[src/rtl/tmds_channel_decoder.sv]
// tmds_channel_decoder: aligns a raw 10-bit TMDS stream on control-token runs and decodes DE/C1:C0/pixel byte.
// Define TMDS_LOSS_CNT_EN to add the saturating loss_cnt output.
module tmds_channel_decoder #(
  parameter int CTRL_RUN      = 8,
  parameter int SEARCH_WINDOW = 64,
  parameter int LOCK_TIMEOUT  = 4096
) (
  input  logic       ref_clk,
  input  logic       rst_n,
  input  logic [9:0] raw_word,
  output logic       de,
  output logic [1:0] ctrl,
  output logic [7:0] data,
  output logic       locked,
  output logic [3:0] slip_offset
`ifdef TMDS_LOSS_CNT_EN
  ,
  output logic [15:0] loss_cnt
`endif
);
  localparam int WW = $clog2(SEARCH_WINDOW);
  localparam int IW = $clog2(LOCK_TIMEOUT + 1);
  typedef enum logic {SEARCH, LOCKED} state_t;
  state_t state_q, state_d;
  logic [9:0] prev_word_q, sym, sym_q;
  logic [19:0] hist;
  logic [7:0] run_cnt_q, run_cnt_d, run_inc;
  logic [WW-1:0] win_cnt_q, win_cnt_d;
  logic [IW-1:0] idle_cnt_q, idle_cnt_d, idle_inc;
  logic [3:0] slip_q, slip_d;
  logic de_q, de_d, tok, tok_q;
  logic [1:0] ctrl_q, ctrl_d;
  logic [7:0] data_q, data_d, t, dec;

  function automatic logic is_tok(input logic [9:0] s);
    return s == 10'h354 || s == 10'h0AB || s == 10'h154 || s == 10'h2AB;
  endfunction

  function automatic logic [1:0] tok_val(input logic [9:0] s);
    return s == 10'h354 ? 2'd0 : s == 10'h0AB ? 2'd1 : s == 10'h154 ? 2'd2 : 2'd3;
  endfunction

  assign hist = {raw_word, prev_word_q};
  assign sym = hist[slip_q +: 10];
  assign tok = is_tok(sym);
  assign tok_q = is_tok(sym_q);
  assign t = sym_q[9] ? ~sym_q[7:0] : sym_q[7:0];
  assign dec = {sym_q[8] ? t[7:1] ^ t[6:0] : ~(t[7:1] ^ t[6:0]), t[0]};
  assign run_inc = run_cnt_q + {7'd0, run_cnt_q != 8'hFF};
  assign idle_inc = idle_cnt_q + IW'(idle_cnt_q != '1);
  assign locked = state_q == LOCKED;

  always_comb begin
    state_d = state_q;
    slip_d = slip_q;
    run_cnt_d = '0;
    win_cnt_d = '0;
    idle_cnt_d = '0;
    if (state_q == SEARCH) begin
      run_cnt_d = tok ? run_inc : '0;
      win_cnt_d = win_cnt_q + 1'b1;
      // lock wins over a slip landing on the same cycle
      if (tok && run_inc == 8'(CTRL_RUN)) begin
        state_d = LOCKED;
        run_cnt_d = '0;
        win_cnt_d = '0;
      end else if (win_cnt_q == WW'(SEARCH_WINDOW - 1)) begin
        slip_d = slip_q == 4'd9 ? 4'd0 : slip_q + 4'd1;
        run_cnt_d = '0;
        win_cnt_d = '0;
      end
    end else begin
      idle_cnt_d = tok ? '0 : idle_inc;
      if (idle_cnt_d == IW'(LOCK_TIMEOUT)) begin
        state_d = SEARCH;
        idle_cnt_d = '0;
      end
    end
  end

  always_comb begin
    de_d = locked && !tok_q;
    data_d = de_d ? dec : '0;
    ctrl_d = !locked ? 2'd0 : tok_q ? tok_val(sym_q) : ctrl_q;
  end

  always_ff @(posedge ref_clk or negedge rst_n) begin
    if (!rst_n) begin
      state_q <= SEARCH;
      prev_word_q <= '0;
      sym_q <= '0;
      run_cnt_q <= '0;
      win_cnt_q <= '0;
      idle_cnt_q <= '0;
      slip_q <= '0;
      de_q <= 1'b0;
      ctrl_q <= '0;
      data_q <= '0;
    end else begin
      state_q <= state_d;
      prev_word_q <= raw_word;
      sym_q <= sym;
      run_cnt_q <= run_cnt_d;
      win_cnt_q <= win_cnt_d;
      idle_cnt_q <= idle_cnt_d;
      slip_q <= slip_d;
      de_q <= de_d;
      ctrl_q <= ctrl_d;
      data_q <= data_d;
    end
  end

  assign de = de_q;
  assign ctrl = ctrl_q;
  assign data = data_q;
  assign slip_offset = slip_q;

`ifdef TMDS_LOSS_CNT_EN
  logic [15:0] loss_cnt_q, loss_cnt_d;
  assign loss_cnt_d = loss_cnt_q + {15'd0, state_q == LOCKED && state_d == SEARCH && loss_cnt_q != 16'hFFFF};
  always_ff @(posedge ref_clk or negedge rst_n) begin
    if (!rst_n) loss_cnt_q <= '0;
    else loss_cnt_q <= loss_cnt_d;
  end
  assign loss_cnt = loss_cnt_q;
`endif
endmodule

[config.mk]
export PLATFORM = sky130hd
export DESIGN_NAME = tmds_channel_decoder
export DESIGN_NICKNAME = d
export VERILOG_FILES = /design/src/rtl/tmds_channel_decoder.sv
export SDC_FILE = /design/constraint.sdc
export NUM_CORES = 1
export LEC_CHECK = 0
export CORE_UTILIZATION = 26
export CTS_CLUSTER_DIAMETER = 30
export CTS_CLUSTER_SIZE = 20
export DETAILED_ROUTE_END_ITERATION = 8
export DONT_BUFFER_PORTS = 1
export PLACE_DENSITY_LB_ADDON = 0.15
export SKIP_CTS_REPAIR_TIMING = 1
export SYNTH_ARGS = -nofsm -noshare
export SYNTH_HDL_FRONTEND = slang
export SYNTH_SLANG_ARGS = --single-unit
[constraint.sdc]
create_clock -name ref_clk -period 10.5 [get_ports ref_clk]
set_input_delay 0.525 -clock ref_clk [delete_from_list [all_inputs] [get_ports ref_clk]]
set_output_delay 0.525 -clock ref_clk [all_outputs]
set_load 0.05 [all_outputs]
==> impl_metrics.tcl, run 1 <==
set metrics [dict create \
    dp_hpwl_mm 5.41 \
    synth_cells 326 \
    reg2reg_to "run_cnt_q[6]$_DFF_PN0_" \
    synth-edff-count 0 \
    cp_common_cell "mux4_2" \
    finalMaxSlewViolations 0 \
    gp_congestion 0.735 \
    antenna_left 0 \
    fmax_mhz 272 \
    crit_family "simple AND/OR/NAND/NOR gates" \
    min_period_ns 3.67 \
    slowest_stage "dfrtp_2" \
    drt-total-wl_mm 7.78 \
    rsz0062_at_grt "no" \
    worstPathArrival_ns 3.93 \
    critical_path_class "register to register" \
    synthArstFlopShare_pct 100 \
    crit_required_ns 10.75 \
    synth_warnings 0 \
    antenna_found_initial 0 \
    path_clk_slew_ns 0.06 \
    cts_sinks 63 \
    die-area_mm2 0.0147 \
    dr_total_vias 2519 \
    netlist_area_mm2 0.00370 \
    worst_ir_drop_vdd_mv 0.0667 \
    final_nets 341 \
    dp.cells 492 \
    first_global_vias 2435 \
    cts-htree-levels 3 \
    synth_seq_cells 63 \
    rr_worst_depth 7 \
    die_y_um 121 \
    cp_num_buf_inv 0 \
    crit_chain "mux4_2, mux4_2, nor4_1, and3_1, a21oi_1, or4b_1, nor2_2" \
    crit_path_end_kind "register" \
    dr.pass1.iters 6 \
    grt-ovfl-total 0 \
    cts.path.max_buffers 2 \
    seq_area_frac_synth_pct 42.6 \
    synth_cell_type_count 53 \
    insertion_delay_ns 0.33 \
    synth_fp_nets 343 \
    setup_tns_ns 0 \
    r2r_slack_ns 6.83 \
    grt_max_degree 64 \
    final_cells 509 \
    slowest_delay_ns 0.93 \
    cts_tree "built" \
    place_ws_ns 6.81 \
    final_layout_size_suffix_gt1_share_pct 18.5 \
    grt_first_pass_wirelength_mm 12.9 \
    viasPerCell 4.95 \
    track_usage_pct 11.6 \
    clock_skew_ns 0.00996 \
    critPathMaxFanout 23 \
    slew_headroom_pct 36.9 \
    power_density_mw_per_mm2 135 \
    rows 43 \
    port_buffers 0 \
    worst_slack_ns 6.83 \
    tightest_slew_ns 0.947 \
    outcome "finished clean" \
    avgSynthCellArea_um2 11.4 \
    ios 28 \
    hp-class "primary input to asynchronous set/reset pin" \
    fin_util_pct 30.0 \
    period_share_pct 35.0 \
    cap_violations 0 \
    post_drt_wl_per_cell_um 15.3 \
    ys.flop_type "dfrtp_1" \
    hold_viol_final 0 \
    coreArea_mm2 0.0139 \
    diodes 0 \
    leakagePower_nw 1.74 \
    drt_iter0_markers 80 \
    initial_core_util_pct 26.7 \
    worstSetupStartpointType "register" \
    cts_root_buf "clkbuf_16" \
    r2r_start "slip_offset[0]$_DFFE_PN0P_" \
    die_x_um 121 \
    syn2layout_area_growth_pct 12.4 \
    drt_drc_violations_left 0 \
    cts_made_buffers 9 \
    finalSetupViolations 0 \
]
sequential cells by signal, summed over array words and instances (netlist names):
signal	flops
ctrl	2
data	8
de	1
idle_cnt_q	13
locked	1
prev_word_q	10
run_cnt_q	8
slip_offset	4
sym_q	10
win_cnt_q	6
worst register-to-register path, stage by stage (launching register included):
cell and delay (ns):
dfrtp_2 0.93, mux4_2 0.65, mux4_2 0.54, nor4_1 0.27, and3_1 0.23, a21oi_1 0.06, or4b_1 0.73, nor2_2 0.19
synthesized netlist by cell type, drive strengths merged (3+ instances only):
master,count,share of area [%]
inv,15,1.7
clkbuf,7,0.71
nor4,6,1.2
mux2,5,1.5
nor3,6,0.81
nand3b,3,0.61
buf,8,1.6
xor2,13,3.1
mux2i,11,3.1
nand2b,7,1.2
nand2,14,1.4
xnor2,22,5.2
nor2,44,5.0
mux4,26,16
nand3,20,2.7
or3,3,0.51
o22ai,3,0.51
ha,5,1.7
dfrtp,63,43
nand4,3,0.51
or2,3,0.51
and3,7,1.2
a21oi,4,0.54
where the power goes:
part	total, mW	leakage, nW	internal [mW]	switching (mW)
registers	0.252	0.804	0.247	0.00486
logic	0.0291	0.789	0.0159	0.0132
clock network	0.280	0.143	0.167	0.113
layer usage:
layer | share of wire [%] | GRT usage, % | up-vias | wire length, um
met2 | 44 | 16.6 | 71 | 3420
li1 | - | - | 1187 | -
met4 | 1.6 | 4.63 | 0 | 124
met1 | 49 | 15.7 | 1252 | 3780
met5 | 0 | 0 | - | 0
met3 | 5.8 | 3.95 | 9 | 452
cells in the final DEF (no fill, tap or decap), types with 4 or more instances in the layout:
cell type,n
xnor2_1,22
and3_1,7
dfrtp_1,61
nand2_1,14
nor4_1,5
inv_1,14
nor3_1,6
nor2_1,36
xor2_1,13
clkbuf_16,9
ha_1,5
nand3_1,20
mux4_2,24
a21oi_1,4
nor2_2,8
nand2b_1,7
mux2i_1,10
cell families (layout without fill, tap and decap cells):
group                    Yosys count  count (layout)  share of synthesized area (%)
XOR/XNOR                          35              35                           8.28
adder cells (fa/ha/maj)            5               5                           1.69
buffers and inverters             30              33                           3.99
AND/OR/NAND/NOR                  130             130                           18.8
flip-flops                        63              63                           42.6
multiplexers                      42              42                           20.6
AO/OA/AOI/OAI                     21              21                           3.99
worst max-delay path by stage:
stage	startpoint	endpoint	slack, ns	depth (start not counted)
floorplan	idle_cnt_q[4]$_DFF_PN0_	idle_cnt_q[10]$_DFF_PN0_	7.17	14
global placement	slip_offset[0]$_DFFE_PN0P_	run_cnt_q[6]$_DFF_PN0_	6.80	7
detailed placement	slip_offset[0]$_DFFE_PN0P_	run_cnt_q[4]$_DFF_PN0_	6.81	7
CTS	slip_offset[0]$_DFFE_PN0P_	run_cnt_q[6]$_DFF_PN0_	6.81	7
global route	slip_offset[0]$_DFFE_PN0P_	run_cnt_q[6]$_DFF_PN0_	6.67	7
finish	slip_offset[0]$_DFFE_PN0P_	run_cnt_q[6]$_DFF_PN0_	6.83	7
stage by stage:
step	power [mW]	cell area [um^2]	hold WS (ns)
CTS	0.566	4130	-0.129
global placement	0.280	3850	0.231
detailed placement	0.279	3850	0.231
global route	0.586	4160	0.0749
floorplan	0.274	3700	0.229
finish	0.561	4160	0.0701
area by class of cell:
cell class | instances | area [um^2]
Sequential cell | 63 | 1580
Multi-Input combinational cell | 233 | 1980
Clock inverter | 6 | 45.0
Inverter | 15 | 61.3
Tap cell | 180 | 225
Clock buffer | 10 | 239
Fill cell | 1448 | 9720
Timing Repair Buffer | 2 | 35.0
No activity file was read; power rests on OpenSTA's default activity.
==> run 2, diff against run 1 <==
Clock period 10.5 ns to 3.84 ns, I/O delays scaled along.
==> run 2 against run 1 <==
Against the previous run:
- hold slack better by 0.11 ns
- first-iteration DRC count grew 76%
- design area grew 3.2%
- via count rose by 0.67%
- critical path depth increased by 5
- critical path type unchanged
- flip-flop and latch count did not move
- sequential power grew to 2.7 times the previous value
- non-clock buffer count grew 15
- die area is the same
==> impl_metrics.tcl, run 2 (synthesis results as in run 1) <==
set metrics [dict create \
    final_layout_size_suffix_gt1_share_pct 18.9 \
    top_regs "idle_cnt_q: 13 flops, prev_word_q: 10 flops, sym_q: 10 flops" \
    track_usage_pct 12.4 \
    finalSetupViolations 0 \
    final_common_cell "dfrtp_1" \
    viasPerCell 4.84 \
    coreArea_mm2 0.0139 \
    hp-class "primary input to register" \
    ios 28 \
    grt-ovfl-total 0 \
    period_share_pct 89.4 \
    crit_path_end_kind "register" \
    die_y_um 121 \
    regArea_mm2 0.00158 \
    worstPathArrival_ns 3.66 \
    critPathMaxFanout 10 \
    antenna_found_initial 0 \
    grt_max_degree 64 \
    cts_made_buffers 9 \
    final_cells 524 \
    top_register "idle_cnt_q" \
    syn2layout_area_growth_pct 16.1 \
    largest_reg_flops 13 \
    rows 43 \
    crit_required_ns 4.07 \
    insertion_delay_ns 0.34 \
    die_x_um 121 \
    finalMaxSlewViolations 0 \
    final_nets 356 \
    slowest_stage "or4_1" \
    antenna_left 0 \
    worst_ir_drop_vdd_mv 0.178 \
    whs_ns 0.176 \
    fmax_mhz 291 \
    rsz0062_at_grt "no" \
    cts_sinks 63 \
    cts_tree "built" \
    die-area_mm2 0.0147 \
    dr_total_vias 2536 \
    outcome "finished clean" \
    drt_drc_violations_left 0 \
    final_cell_mix "dfrtp_1, nor2_1, mux4_2" \
    path_clk_slew_ns 0.06 \
    min_period_ns 3.43 \
    drt_iter0_markers 141 \
    gp_congestion 0.793 \
    worstSetupStartpointType "register" \
    power.total_mw 1.53 \
    power_density_mw_per_mm2 356 \
    setup_tns_ns 0 \
    leakagePower_nw 1.79 \
    slowest_delay_ns 0.56 \
    cap_violations 0 \
    dp.cells 496 \
    post_drt_wl_per_cell_um 15.4 \
    hold_viol_final 0 \
    critical_path_class "register to register" \
    first_global_vias 2570 \
    multi_input_area_mm2 0.00198 \
    cts_root_buf "clkbuf_16" \
    clock_skew_ns 0.00618 \
    fin_util_pct 31.0 \
    port_buffers 0 \
    cts-htree-levels 3 \
    tightest_slew_ns 0.722 \
    slew_headroom_pct 51.9 \
    crit_chain "and3_1, nand3_1, or4_1, ha_1, ha_1, and3_1, or3_1, nand2_1, a31oi_1, nor4_1, or2_4, nor2_1" \
    diodes 0 \
    dp_hpwl_mm 5.62 \
    dr.pass1.iters 4 \
    grt_first_pass_wirelength_mm 13.7 \
    fill_cells 1444 \
    cts.path.max_buffers 2 \
    drt-total-wl_mm 8.05 \
    initial_core_util_pct 26.7 \
]
run 2: changes by cell type in the layout (fill, tap and decap cells not counted), sizes merged:
cell         delta
dlygate4sd3    +11
buf             +4
clkinv          -2
clkinvlp        +2
clkbuf          +1
inv             -1
run 2: final timing paths:
check                                        start                         end  slack (ns)  cells after the start
hold / removal                         raw_word[9]          sym_q[7]$_DFF_PN0_        0.18                      2
max in group asynchronous                    rst_n  slip_offset[1]$_DFFE_PN0P_        3.18                      2
setup / recovery           idle_cnt_q[4]$_DFF_PN0_     idle_cnt_q[5]$_DFF_PN0_        0.41                     12
setup reg to reg           idle_cnt_q[4]$_DFF_PN0_     idle_cnt_q[5]$_DFF_PN0_        0.41                     12
hold reg to reg             win_cnt_q[0]$_DFF_PN0_      win_cnt_q[0]$_DFF_PN0_        0.47                      1
min in group asynchronous                    rst_n    idle_cnt_q[11]$_DFF_PN0_        0.39                      2
run 2: power by group:
part           internal, mW  switching, mW  leakage [nW]
clock network         0.452          0.301         0.132
logic                0.0507         0.0369         0.854
registers             0.675         0.0132         0.804
run 2: metrics by stage:
step / setup WS [ns] / instance area (um^2)
after floorplan: 0.510 / 3700
after global placement: 0.259 / 3880
after detailed placement: 0.241 / 3880
after CTS: 0.219 / 4160
after global routing: 0.101 / 4300
final: 0.407 / 4300
run 2: final cells by class:
class	count	area share (%)
Clock buffer	11	5.65
Clock inverter	5	0.786
Inverter	15	1.43
Multi-Input combinational cell	233	46.1
Sequential cell	63	36.8
Tap cell	180	5.24
Timing Repair Buffer	17	4.08
run 2: layer usage:
layer / vias up / part of all wire (%) / global-route usage [%]
li1: 1208 / - / -
met1: 1263 / 48 / 16.1
met2: 54 / 45 / 18.4
met3: 11 / 5.5 / 4.75
met4: 0 / 1.8 / 5.17
met5: - / 0 / 0
run 2: critical path, delay by kind of cell, from the launching register on:
kind | cells | cell delay, ns
and+or+nand+nor | 9 | 2.30
adders and majority gates | 2 | 0.48
DFF | 1 | 0.43
AOI/OAI and AO/OA | 1 | 0.10
